**src/rtl/serial_mod_tx_if.sv**
```systemverilog
// Parallel-in handshake and serial-out stream of the divisibility stimulus source.
// The DUT uses the slave modport; the word producer and stream consumer use master.
interface serial_mod_tx_if #(
    parameter int WIDTH   = 8,
    parameter int DIVISOR = 5
);
    localparam int RW = $clog2(DIVISOR);

    logic [WIDTH-1:0] in_data;
    logic             in_valid;
    logic             in_ready;
    logic             dout;
    logic             dout_valid;
    logic             dout_last;
    logic [RW-1:0]    rem;
    logic             div_flag;

    modport master (
        output in_data, in_valid,
        input  in_ready, dout, dout_valid, dout_last, rem, div_flag
    );

    modport slave (
        input  in_data, in_valid,
        output in_ready, dout, dout_valid, dout_last, rem, div_flag
    );
endinterface

```
**src/rtl/serial_mod_tx.sv**
```systemverilog
// MSB-first serializer that also emits the running remainder of the sent prefix
// modulo DIVISOR, used as the golden reference for the serial divisibility checker.
module serial_mod_tx #(
    parameter int WIDTH   = 8,
    parameter int DIVISOR = 5
) (
    input  logic              clk,
    input  logic              resetn,
    serial_mod_tx_if.slave    bus
);
    localparam int RW = $clog2(DIVISOR);
    localparam int CW = $clog2(WIDTH);

    typedef enum logic {IDLE, SHIFT} state_t;

    state_t           state_reg, state_next;
    logic [CW-1:0]    cnt_reg, cnt_next;
    logic [WIDTH-1:0] shift_reg, shift_next;
    logic             dout_reg, dout_next;
    logic             valid_reg, valid_next;
    logic             last_reg, last_next;
    logic [RW-1:0]    rem_reg, rem_next;
    logic             nz_reg, nz_next;
    logic             div_reg, div_next;

    logic             in_ready_c;
    logic             accept;
    logic [RW:0]      sum;

    always_ff @(posedge clk) begin
        if (!resetn) begin
            state_reg <= IDLE;
            cnt_reg   <= '0;
            shift_reg <= '0;
            dout_reg  <= 1'b0;
            valid_reg <= 1'b0;
            last_reg  <= 1'b0;
            rem_reg   <= '0;
            nz_reg    <= 1'b0;
            div_reg   <= 1'b0;
        end else begin
            state_reg <= state_next;
            cnt_reg   <= cnt_next;
            shift_reg <= shift_next;
            dout_reg  <= dout_next;
            valid_reg <= valid_next;
            last_reg  <= last_next;
            rem_reg   <= rem_next;
            nz_reg    <= nz_next;
            div_reg   <= div_next;
        end
    end

    always_comb begin
        accept     = bus.in_valid && in_ready_c;
        // {rem, b} is 2*rem+b, at most 2*DIVISOR-1, so one subtract reduces it
        sum        = {rem_reg, shift_reg[WIDTH-1]};
        state_next = IDLE;
        cnt_next   = '0;
        shift_next = shift_reg;
        dout_next  = 1'b0;
        valid_next = 1'b0;
        last_next  = 1'b0;
        rem_next   = '0;
        nz_next    = 1'b0;
        if (accept) begin
            state_next = SHIFT;
            shift_next = {bus.in_data[WIDTH-2:0], 1'b0};
            dout_next  = bus.in_data[WIDTH-1];
            valid_next = 1'b1;
            rem_next   = RW'(bus.in_data[WIDTH-1]);
            nz_next    = bus.in_data[WIDTH-1];
        end else if (state_reg == SHIFT && cnt_reg != CW'(WIDTH-1)) begin
            state_next = SHIFT;
            cnt_next   = cnt_reg + 1'b1;
            shift_next = {shift_reg[WIDTH-2:0], 1'b0};
            dout_next  = shift_reg[WIDTH-1];
            valid_next = 1'b1;
            last_next  = (cnt_reg == CW'(WIDTH-2));
            if (sum >= (RW+1)'(DIVISOR))
                rem_next = RW'(sum - (RW+1)'(DIVISOR));
            else
                rem_next = RW'(sum);
            nz_next    = nz_reg | shift_reg[WIDTH-1];
        end
        div_next = (rem_next == '0) && nz_next;
    end

    always_comb begin
        in_ready_c     = (state_reg == IDLE) || (cnt_reg == CW'(WIDTH-1));
        bus.in_ready   = in_ready_c;
        bus.dout       = dout_reg;
        bus.dout_valid = valid_reg;
        bus.dout_last  = last_reg;
        bus.rem        = rem_reg;
        bus.div_flag   = div_reg;
    end
endmodule

```
**src/flat_wrapper.sv**
```systemverilog
// flat-port wrapper written by rule: the top's interface ports become plain ports
module serial_mod_tx_flat 
#(
    parameter int WIDTH   = 8,
    parameter int DIVISOR = 5
)
  (clk, resetn, bus_in_data, bus_in_valid, bus_in_ready, bus_dout, bus_dout_valid, bus_dout_last, bus_rem, bus_div_flag);
  serial_mod_tx_if #(.WIDTH(WIDTH), .DIVISOR(DIVISOR)) bus_i ();
  input  logic clk;
  input  logic resetn;
  input wire logic [$bits(bus_i.in_data)-1:0] bus_in_data;
  input wire logic [$bits(bus_i.in_valid)-1:0] bus_in_valid;
  output wire logic [$bits(bus_i.in_ready)-1:0] bus_in_ready;
  output wire logic [$bits(bus_i.dout)-1:0] bus_dout;
  output wire logic [$bits(bus_i.dout_valid)-1:0] bus_dout_valid;
  output wire logic [$bits(bus_i.dout_last)-1:0] bus_dout_last;
  output wire logic [$bits(bus_i.rem)-1:0] bus_rem;
  output wire logic [$bits(bus_i.div_flag)-1:0] bus_div_flag;
  assign bus_i.in_data = bus_in_data;
  assign bus_i.in_valid = bus_in_valid;
  assign bus_in_ready = bus_i.in_ready;
  assign bus_dout = bus_i.dout;
  assign bus_dout_valid = bus_i.dout_valid;
  assign bus_dout_last = bus_i.dout_last;
  assign bus_rem = bus_i.rem;
  assign bus_div_flag = bus_i.div_flag;
  serial_mod_tx #(.WIDTH(WIDTH), .DIVISOR(DIVISOR)) u_core (.clk(clk), .resetn(resetn), .bus(bus_i));
endmodule
```
**config.mk**
```make
export PLATFORM = sky130hd
export DESIGN_NAME = serial_mod_tx_flat
export DESIGN_NICKNAME = d
export VERILOG_FILES = /design/src/rtl/serial_mod_tx_if.sv /design/src/rtl/serial_mod_tx.sv /design/src/flat_wrapper.sv
export SDC_FILE = /design/constraint.sdc
export NUM_CORES = 1
export LEC_CHECK = 0
export CORE_MARGIN = 4
export CORE_UTILIZATION = 40
export CTS_CLUSTER_DIAMETER = 200
export DETAILED_ROUTE_END_ITERATION = 12
export PLACE_DENSITY = 0.75
export RECOVER_POWER = 50
export REMOVE_ABC_BUFFERS = 1
export SLEW_MARGIN = 20
export SYNTH_ARGS = -nofsm -noshare
export SYNTH_HDL_FRONTEND = slang
export SYNTH_SLANG_ARGS = --single-unit
```
**constraint.sdc**
```tcl
create_clock -name clk -period 1.83 [get_ports clk]
set_clock_uncertainty 0.05 [all_clocks]
set_input_delay 0.549 -clock clk [delete_from_list [all_inputs] [get_ports clk]]
set_output_delay 0.549 -clock clk [all_outputs]
set_load 0.02 [all_outputs]
```
==> impl_metrics.csv <==
group,metric,value,unit
critical_path,arrival,1.25,ns
yosys,synth_top_cell_by_area,"dfxtp_1",
detailed_routing,dr.pass1.iters,3,
detailed_routing,drc,0,
yosys,avgSynthCellArea,9.42,um2
critical_path,cp-end-kind,"output pin",
yosys,synthTopCellsByArea,"dfxtp_1 47%, ha_1 8.2%, mux2i_1 7.9%",
yosys,yosysSeqAreaShare,47.2,%
critical_path,worstSetupPathType,"flop to output pin",
timing,slew_viol_final,0,
detailed_routing,routed_wl,1650,um
cells_and_area,fin_nets,129,
timing,fmaxAchievable,0.540,GHz
cells_and_area,drive_gt1_share,22.3,%
cells_and_area,instances_no_fill,137,
yosys,synth_cells,81,
floorplan,die_x,51.7,um
pwr,p_leak,0.000502,uW
cells_and_area,stdcell_area,0.00110,mm2
pwr,p_per_area,738,mW/mm2
yosys,synth.distinct_cells,27,
cts,cts_buffers,3,
global_routing,overflow,0,
timing,maxSlewHeadroom,78.4,%
cts,cts_tree,"built",
placed_design,numPortBuffers,18,
floorplan,die_area,0.00267,mm2
timing,worst_slack,-0.0225,ns
status,status,"finished, violations left",
detailed_routing,ant_nets,0,
cells_and_area,diodes,0,
timing,min_period,1.85,ns
cts,clk_latency,0.30,ns
cts,cts.path.max_buffers,2,
global_routing,grt_pass1_vias,665,
placed_design,placedInstanceArea,0.00102,mm2
hold_path,hold_class,"flop to flop",
cts,clockRootBuffer,"clkbuf_4",
yosys,ys_ff_latch,18,
floorplan,placementRows,15,
global_routing,grt_max_degree,14,
critical_path,cp-start-kind,"flop",
cells_and_area,largest_reg_flops,7,
yosys,synth_edf_count,0,
yosys,yosysTopAreaCellShare,47.2,%
detailed_routing,drt_iter0_drc,8,
cts,cts_sinks,18,
job,maxCapViolCount,0,
pwr,ir_worst_vdd,0.000578,V
timing,fin_crit_sh,101,%
placed_design,dp.cells,129,
timing,hold_viol,0,
cts,htreeDepth,1,
floorplan,start_util,43.3,%
floorplan,coreArea,0.00176,mm2
yosys,synth_area,763,um2
timing,setup_violations,1,
detailed_routing,routedWlPerCell,12.0,um
detailed_routing,via_per_inst,4.96,
global_routing,track_usage,13.4,%
global_routing,antenna_found_initial,0,
floorplan,ios,19,
global_routing,grt_pass1_wl,2640,um
timing,tightestPinTransition,0.324,ns
floorplan,die_h,51.7,um
critical_path,crit_fanout,2,
yosys,synth_ff_type,"dfxtp_1",
timing,rsz0062_at_grt,"yes",
yosys,async_flop_share,0,%
placed_design,place_congestion,0.716,
cts,cts_hold_buf,0,
timing,timing.hold.ws,0.435,ns
critical_path,cp.required,1.23,ns
detailed_routing,num_vias,679,
status,violations,"negative setup slack",
placed_design,dp_hpwl,1210,um
cts,path_clk_slew,0.10,ns
cells_and_area,syn_to_final_growth,44.8,%
yosys,yosysWarnings,0,
-- where the power goes --
part           total (uW)  switching [uW]  internal [uW]  leakage, uW
Combinational         139            63.5           75.6     0.000333
Clock                 249             127            122    0.0000210
Sequential            427            14.5            413     0.000149
Total                 815             205            610     0.000502
-- layer usage --
layer / up-vias / global-route usage, % / wire, um
li1: 345 / - / -
met1: 313 / 12.5 / 631
met2: 17 / 25.4 / 880
met3: 4 / 4.87 / 109
met4: 0 / 6.55 / 28
met5: - / 0 / 0
-- per-stage QoR --
step           total power, uW  setup WS (ns)  utilization [%]  TNS (ns)
2_1_floorplan              497        -0.0347                -   -0.0347
3_3_place_gp               563         -0.201             57.8    -0.201
3_5_place_dp               568         -0.234             57.8    -0.234
4_1_cts                    829        -0.0362             63.3   -0.0362
5_1_grt                    861        -0.0718             62.6   -0.0733
6_report                   815        -0.0225             62.6   -0.0225
-- cells by family (layout without fill, tap and decap cells) --
family | Yosys count | count (layout) | synth area share (%)
adder cells (fa/ha/maj) | 5 | 5 | 8.20
AO/OA/AOI/OAI | 16 | 16 | 15.2
multiplexers | 6 | 6 | 7.87
buffers and inverters | 9 | 40 | 5.41
AND/OR/NAND/NOR | 27 | 27 | 16.1
flip-flops | 18 | 18 | 47.2
-- synthesized netlist by cell type (2+ instances only) --
cell,number
o21ai_0,2
a211oi_1,4
ha_1,5
o211a_1,2
nor2_1,11
inv_1,3
nand3_1,3
dfxtp_1,18
buf_2,3
a21oi_1,3
mux2i_1,6
nand2_1,6
-- path summary, 6_finish.rpt --
path	slack (ns)	cells past startpoint	startpoint	to
setup / recovery	-0.02	5	u_core.cnt_reg[0]$_SDFF_PP0_	bus_in_ready
hold / removal	0.44	2	u_core.cnt_reg[2]$_SDFF_PP0_	u_core.bus.dout_last$_SDFF_PP0_
setup reg to reg	0.09	10	u_core.cnt_reg[0]$_SDFF_PP0_	u_core.bus.rem[0]$_SDFF_PN0_
hold reg to reg	0.44	2	u_core.cnt_reg[2]$_SDFF_PP0_	u_core.bus.dout_last$_SDFF_PP0_
-- worst max-delay path: stages, from the launching register on --
cell and delay (ns):
dfxtp_2 0.35, ha_4 0.16, ha_4 0.16, nor2b_4 0.11, inv_2 0.05, buf_6 0.12
-- placed cells by master (no fill, tap or decap), types with 2 or more instances in the layout --
| cell type | synthesis | routed |
|---|---|---|
| ha_1 | 5 | 3 |
| nand2_1 | 6 | 6 |
| a211oi_1 | 4 | 4 |
| clkdlybuf4s50_1 | 0 | 10 |
| dfxtp_1 | 18 | 16 |
| mux2i_1 | 6 | 6 |
| o21ai_0 | 2 | 2 |
| dlygate4sd2_1 | 0 | 5 |
| ha_4 | 0 | 2 |
| nor2_1 | 11 | 11 |
| dfxtp_2 | 0 | 2 |
| clkbuf_4 | 0 | 3 |
| o211a_1 | 2 | 2 |
| nand3_1 | 3 | 2 |
| inv_1 | 3 | 3 |
| a21oi_1 | 3 | 3 |
| buf_4 | 1 | 12 |
| clkbuf_1 | 0 | 3 |
-- layout make-up --
class	instances	area [um2]
multi-input combinational	54	399
inverter	5	18.8
fill	161	659
sequential	18	363
clock buffer	4	36.3
tap	25	31.3
timing repair buffer	31	256
-- repair_timing --
action | CTS | global route
buffers inserted | 4 | 0
resized for setup | 19 | 3
setup endpoints to repair | 6 | 4
cloned | 0 | 0
Note: power is estimated with default switching activity, not from simulation.
